<file path="src/rtl/truth_table_sweeper.sv">
// ---------------------------------------------------------------------------
// truth_table_sweeper
//   Steps an N-input combinational block through all 2^N input rows, holds
//   each row for SETTLE cycles, captures the block's output into a truth
//   table word and compares it against an expected table latched at start.
//
// Parameters
//   N_INPUTS  number of function inputs (2..6)
//   SETTLE    cycles each row is held before sampling (1..255)
//
// Ports
//   clk        rising-edge clock
//   rst        asynchronous active-high reset
//   start      request a sweep (accepted only when idle)
//   abort      cancel an in-progress sweep (honoured only while waiting)
//   fn_out     output of the block under evaluation
//   expected   expected truth table, bit r = output for row r
//   fn_in      block input vector, value r = row r (MSB = inp1)
//   busy       high while a sweep is in progress
//   done       one-cycle completion pulse
//   table_out  captured truth table, bit r = sampled fn_out for row r
//   mismatch   table_out ^ latched expected, filled in as rows are sampled
//   err_count  number of mismatching rows sampled so far
//   pass       completed sweep with zero mismatches
// ---------------------------------------------------------------------------

// Per-row capture cell: owns one bit of table_out and mismatch.
module tts_row_cell (
    input  logic clk,
    input  logic rst,
    input  logic clr,       // sweep accepted: forget previous results
    input  logic hit,       // this row is being sampled on this edge
    input  logic fn_out,
    input  logic exp_bit,
    output logic tbl_bit,
    output logic mis_bit
);
    always_ff @(posedge clk or posedge rst) begin
        if (rst) begin
            tbl_bit <= 1'b0;
            mis_bit <= 1'b0;
        end else if (clr) begin
            tbl_bit <= 1'b0;
            mis_bit <= 1'b0;
        end else if (hit) begin
            tbl_bit <= fn_out;
            mis_bit <= fn_out ^ exp_bit;
        end
    end
endmodule

module truth_table_sweeper #(
    parameter int N_INPUTS = 4,
    parameter int SETTLE   = 2
) (
    input  logic                       clk,
    input  logic                       rst,
    input  logic                       start,
    input  logic                       abort,
    input  logic                       fn_out,
    input  logic [(1<<N_INPUTS)-1:0]   expected,
    output logic [N_INPUTS-1:0]        fn_in,
    output logic                       busy,
    output logic                       done,
    output logic [(1<<N_INPUTS)-1:0]   table_out,
    output logic [(1<<N_INPUTS)-1:0]   mismatch,
    output logic [N_INPUTS:0]          err_count,
    output logic                       pass
);
    localparam int ROWS = 1 << N_INPUTS;
    localparam int RW   = N_INPUTS + 1;      // one spare bit so the last-row compare never wraps
    localparam int CW   = $clog2(SETTLE + 1);
    localparam logic [RW-1:0] LAST   = RW'(ROWS - 1);
    localparam logic [CW-1:0] RELOAD = CW'(SETTLE);
    localparam logic [CW-1:0] FINAL  = CW'(1);

    typedef enum logic [1:0] {IDLE, WAIT, DONE} state_t;

    state_t          state;
    logic [RW-1:0]   row;
    logic [CW-1:0]   cnt;
    logic [ROWS-1:0] expected_q;

    logic            clr;
    logic            smp;
    logic            miss;
    logic [ROWS-1:0] row_hit;

    // Sweep acceptance and the sample strobe for the current row. Abort
    // takes priority over sampling, so an aborted row is never captured.
    assign clr  = (state == IDLE) && start;
    assign smp  = (state == WAIT) && !abort && (cnt == FINAL);
    assign miss = fn_out ^ expected_q[row[N_INPUTS-1:0]];

    genvar i;
    generate
        for (i = 0; i < ROWS; i++) begin : g_row
            assign row_hit[i] = smp && (row == RW'(i));
            tts_row_cell u_cell (
                .clk     (clk),
                .rst     (rst),
                .clr     (clr),
                .hit     (row_hit[i]),
                .fn_out  (fn_out),
                .exp_bit (expected_q[i]),
                .tbl_bit (table_out[i]),
                .mis_bit (mismatch[i])
            );
        end
    endgenerate

    always_ff @(posedge clk or posedge rst) begin
        if (rst) begin
            state      <= IDLE;
            row        <= '0;
            cnt        <= '0;
            expected_q <= '0;
            fn_in      <= '0;
            busy       <= 1'b0;
            done       <= 1'b0;
            err_count  <= '0;
            pass       <= 1'b0;
        end else begin
            done <= 1'b0;
            case (state)
                IDLE: begin
                    if (start) begin
                        expected_q <= expected;
                        err_count  <= '0;
                        pass       <= 1'b0;
                        row        <= '0;
                        cnt        <= RELOAD;
                        fn_in      <= '0;
                        busy       <= 1'b1;
                        state      <= WAIT;
                    end
                end
                WAIT: begin
                    if (abort) begin
                        // Partial results stay visible for inspection.
                        fn_in <= '0;
                        busy  <= 1'b0;
                        state <= IDLE;
                    end else if (cnt == FINAL) begin
                        if (miss)
                            err_count <= err_count + 1'b1;
                        if (row == LAST) begin
                            done  <= 1'b1;
                            state <= DONE;
                        end else begin
                            // Advance the row on the sample edge so fn_in
                            // only ever moves on row boundaries.
                            row   <= row + 1'b1;
                            fn_in <= fn_in + 1'b1;
                            cnt   <= RELOAD;
                        end
                    end else begin
                        cnt <= cnt - 1'b1;
                    end
                end
                DONE: begin
                    pass  <= (err_count == '0);
                    busy  <= 1'b0;
                    fn_in <= '0;
                    state <= IDLE;
                end
                default: state <= IDLE;
            endcase
        end
    end
endmodule

</file>
<file path="config.mk">
export PLATFORM = sky130hd
export DESIGN_NAME = truth_table_sweeper
export DESIGN_NICKNAME = d
export VERILOG_FILES = /design/src/rtl/truth_table_sweeper.sv
export SDC_FILE = /design/constraint.sdc
export NUM_CORES = 1
export LEC_CHECK = 0
export CAP_MARGIN = 20
export CELL_PAD_IN_SITES_DETAIL_PLACEMENT = 0
export CELL_PAD_IN_SITES_GLOBAL_PLACEMENT = 1
export CORE_MARGIN = 2
export CORE_UTILIZATION = 44
export DETAILED_ROUTE_END_ITERATION = 8
export GPL_TIMING_DRIVEN = 0
export PLACE_DENSITY = 0.91
export SLEW_MARGIN = 20
export SYNTH_ARGS = -nofsm -noshare
export SYNTH_HDL_FRONTEND = slang
export SYNTH_HIERARCHICAL = 1
export SYNTH_SLANG_ARGS = --single-unit
</file>
<file path="constraint.sdc">
create_clock -name clk -period 6.8 [get_ports clk]
set_input_delay 1.36 -clock clk [delete_from_list [all_inputs] [get_ports clk]]
set_output_delay 1.36 -clock clk [all_outputs]
set_load 0.005 [all_outputs]
</file>
Word level (Yosys, flattened, before mapping)
Index checks and enable logic that the tools add are counted.

storage, ports and cells
  flip-flop bits (word level) = 69
  bits in latches = 0
  memory bits (writable) = 0
  bits in read-only memories = 0
  input port bits = 21
  output and inout port bits = 44
  word-level logic and storage cells = 240
  memories kept = 0

cells by class
  add/sub/neg operators = 4
  multipliers = 0
  divide/modulo/power cells = 0
  $lt $le $gt $ge = 1
  eq/ne operators = 28
  shift-type cells = 0
  multiplexer cells = 99
  bitwise gates (word level) = 17
  reduce and logical (&&, ||, !) cells = 50

operators by type and width
  operator                                                                 count
  1-bit 2-to-1 mux                                                         72
  5-bit by 4-bit == test with 1-bit output, second input constant          8
  2-bit nonzero test                                                       18
  5-bit 2-to-1 mux                                                         7
  5-bit by 3-bit == test with 1-bit output, second input constant          4
  5-bit case mux with 2 select lines                                       2
  1-bit logical AND                                                        19
  1-bit bitwise XOR                                                        17
  2-bit 2-to-1 mux                                                         8
  4-bit 2-to-1 mux                                                         4
  4-bit case mux with 3 select lines                                       1
  5-bit by 1-bit adder with 5-bit output, second input constant            2
  5-bit by 2-bit == test with 1-bit output, second input constant          2
  5-bit zero test                                                          2
  2-bit inequality test, second input constant                             5
  5-bit AND reduction                                                      2
  2-bit case mux with 2 select lines                                       2
  4-bit AND reduction                                                      2
  3-bit by 2-bit inequality test with 1-bit output, second input constant  2
  3-bit inequality test, second input constant                             2
  3-bit AND reduction                                                      2
  5-bit by 1-bit == test with 1-bit output, second input constant          1
  4-bit by 5-bit < comparator with 1-bit output, second input constant     1
  4-bit by 1-bit adder with 4-bit output, second input constant            1
  other kinds (11)                                                         13

Depth between registers and ports, before layout
  word-level depth = 7
  depth in mapped cells = 9
  gate-level depth less buffers = 8

Cells and area by module
The synthesis kept the hierarchy.

modules (own cells, without submodules)
  module               instances  cells an instance  area an instance (sq um)  sequential area each (sq um)
  truth_table_sweeper  1          202                2099.5                    925.9
  tts_row_cell         16         8                  92.6                      50.0

Least setup slack after synthesis
Ideal clock, no wire load.

  kind = input port to flip-flop
  start = input port abort
  end = register g_row[3].u_cell.tbl_bit
  library setup time = 143 ps
  data arrival time = 2667 ps
  data required time = 6657 ps
  slack = 3990 ps
  stages = 6
  path buffers = 1
  cell sequence = nand2b_1 clkbuf_1 or4_1 nor2_1 mux2i_1 nor2_1

between the ends
  cells in the longest elaborated chain, start to end = 5

ends and longest elaborated chain
  item                            line  RTL
  from (decl)                     59    input logic abort,
  1-bit zero test                 92    assign smp = (state == WAIT) && !abort && (cnt == FINAL);
  1-bit logical AND (2 in a row)  92
  1-bit logical AND               98    assign row_hit[i] = smp && (row == RW'(i));
  named net row_hit[3]            87    logic [ROWS-1:0] row_hit;
  2-bit nonzero test (no line)    n/a
  to (signal assigned)            46    tbl_bit <= fn_out;
  to (decl)                       35    output logic tbl_bit,

The timed path passes the listed nets, and every way through them passes these cells.
A chain may end at the register's enable or synchronous reset.

Worst setup path after layout
  start = input port abort
  end = register g_row[9].u_cell.tbl_bit

between the ends
  cells in the longest elaborated chain, start to end = 5

ends and longest elaborated chain
  item                            line
  1-bit zero test                 92
  1-bit logical AND (2 in a row)  92
  1-bit logical AND               98
  named net row_hit[9]            87
  2-bit nonzero test (no line)    n/a
  to (signal assigned)            46
  to (decl)                       35

The timed path passes the listed nets, and every way through them passes these cells.

==> summary.txt <==
Status
  • Outcome: complete, no violations

Floorplan
  • Full die area: 0.00888 mm²
  • # IOs: 65
  • # rows: 32
  • Die Wd: 94.2 µm
  • Die height: 94.2 µm
  • Initial Util: around 46%
  • Core area: 0.00781 mm²

Power and ir drop
  • PD cells: 308 mW/mm²
  • Max IR drop VDD: 0.142 mV
  • Static Leak: between 1.5 and 2 nW

Place
  • Area after DPL: around 0.0044 mm²
  • Port bufs: 64
  • Final Wtd Congestion: 0.856
  • Detailed Place HPWL: 5.89 mm

Finish
  • Fraction of layout cells with a size suffix above 1: a little under an eighth
  • Final nets: 440
  • Ant diodes: 0
  • Final Cell Area: 0.00459 mm²
  • Area growth from synthesis to layout: 28.2%
  • Most common cell after layout, fill and taps aside: dfrtp_1
  • Commonest non-fill, non-tap cells in the layout: 69 x dfrtp_1, 63 x clkdlybuf4s50_1, 55 x nor2_1, 25 x inv_1, 20 x nand2_1

Synth
  • Yosys cell types: 40
  • Simple logic cell fraction of the synthesized area: 13.9%
  • Yosys reg bits: 69
  • Syn Area/Cell: 10.9 µm²
  • Synth Area in XOR/XNOR: 4.68%
  • Register area share after synthesis: around half
  • Main combinational cell family by area after synthesis: simple AND/OR/NAND/NOR gates
  • Adder-Cell Fraction of Synth Area: between 4 and 5%
  • Synthesized net count: about 360
  • Compound-Gate Fraction of Synth Area: 11.8%
  • EDFF count, synth: 0
  • Proportion of synthesized area in mux cells: 13.0%
  • Synthesis Warnings: 6
  • Mapped cell area: 0.00358 mm²
  • Gate Count Post-Synth: 330
  • Dominant synthesized flop cell: dfrtp_1
  • Async S/R FF share, synth: between 90% and 100%

Clock tree
  • H-tree levels: 3
  • Clk slew on worst S/H paths: 0.08 ns
  • Clock tree buffer depth: 2
  • CTS tree: yes
  • Root buffer cell: clkbuf_8
  • Hold buffers post-CTS: 0
  • Latest clock arrival within the worst-skew pair: 0.34 ns
  • Clock Sinks: 69
  • Post-CTS Setup Inserts: 0
  • Post-cts resize count: 0
  • CTS buffer count: 9

Worst setup path
  • Crit end category: flop
  • Crit path launch type: primary input
  • Crit path arrival time: roughly 3.4 ns
  • Setup CP Type: primary input to flop
  • Crit-path max FO: 10
  • Req. time, crit path: 7.00 ns

Timing
  • RSZ-0062 raised after global routing: no
  • Max Transition Viols Final: 0
  • Crit share post-route: 47.3%
  • Final setup viols: 0
  • Skew final: 0.0124 ns
  • Worst-Margin Slew: about 0.74 ns
  • Fin. Hold Viols: 0
  • Fmax: 311 MHz
  • WHS: approximately 0.47 ns
  • Min cycle time layout: 3.22 ns
  • Setup TNS Final: 0 ns
  • Rel. slew slack: between 50% and 60%

Global route
  • Gr ovfl total: 0
  • Global-route wire length before repair: 13.8 mm
  • Initial antenna violation count: 0
  • Vias in the first global route: 2,760
  • Largest net degree at the start of global routing: 33
  • Total GRT Usage: 20.2%

Routing
  • Initial DRC count: 160
  • Via count: 2,723
  • DRC viols: 0
  • Per-cell routed wire length: 15.8 µm
  • First-pass DRT Iterations: 6
  • Final ANT Viol Nets: 0
  • WL final: roughly 8 mm
  • Via density per instance: 5.31

Min path
  • Hold Crit Class: flop to flop

Flow run
  • Max-cap viol count: 0
## state kept, by name (all words and copies together) (netlist names), 2 cells and up
signal                count
g_row.u_cell/tbl_bit     16
state                     2
err_count                 5
row                       5
expected_q               16
fn_in                     4
cnt                       2
g_row.u_cell/mis_bit     16
## cells in the mapped netlist, types with 8 or more instances
master,number,area share (%)
nand2_1,20,2.1
mux2_1,16,5.0
nand3_1,12,1.7
a211oi_2,16,5.6
inv_1,26,2.7
a21oi_1,8,1.1
ha_1,12,4.2
mux2i_1,16,4.5
o21ai_1,12,1.7
dfrtp_1,69,48
xnor2_1,16,3.9
nor2_1,55,5.8
## where the power goes
part	internal (W)	switching, W	total (W)
Clock	0.000178	0.000160	0.000337
Sequential	0.000489	0.0000918	0.000581
Combinational	0.000230	0.000268	0.000498
Total	0.000897	0.000519	0.00142
## path summary, 6_finish.rpt
kind | end | depth (start not counted) | from | slack (ns)
max in group asynchronous | err_count[3] | 3 | rst | 4.44
hold reg to reg | fn_in[3] | 1 | fn_in[3] | 0.47
hold / removal | fn_in[3] | 1 | fn_in[3] | 0.47
min in group asynchronous | g_row[8].u_cell/mis_bit | 2 | rst | 1.70
setup reg to reg | err_count[4] | 6 | row[0] | 4.29
setup / recovery | g_row[9].u_cell/tbl_bit | 8 | abort | 3.58
## routing by layer
metal	global-route usage (%)	up-vias	part of all wire [%]
li1	-	1286	-
met1	27.7	1380	47
met2	32.1	48	48
met3	3.37	9	3.2
met4	7.85	0	1.4
met5	0	-	0
## area by class of cell
type | instances | area (µm²)
Tap cell | 102 | 128
Inverter | 28 | 105
Clock buffer | 10 | 138
Buffer | 6 | 48.8
Clock inverter | 5 | 61.3
Sequential cell | 69 | 1730
Timing Repair Buffer | 66 | 683
Fill cell | 693 | 3220
Multi-Input combinational cell | 227 | 1700
## logic make-up after synthesis
kind of cell,count (synthesis)
compound gates,51
mux,37
simple gates,110
fa+ha+maj,12
xor+xnor,17
flops,69
buf+inv,34
## stage by stage
step	power, W	utilization, %	cells	setup WS (ns)
2_1_floorplan	0.000926	-	330	3.99
3_3_place_gp	0.00106	55.7	496	2.78
4_1_cts	0.00143	58.8	513	3.60
6_report	0.00142	58.8	513	3.58
5_1_grt	0.00151	58.8	513	3.45
3_5_place_dp	0.00108	56.3	498	3.23
## critical path, cell delays in order
cell and delay [ns]:
clkdlybuf4s50_1 0.41, nand2b_1 0.14, clkbuf_1 0.23, nor2_1 0.38, nand3b_1 0.28, nor2_1 0.31
mux2i_1 0.25, nor2_1 0.05
Note: power is estimated with default switching activity, not from simulation.
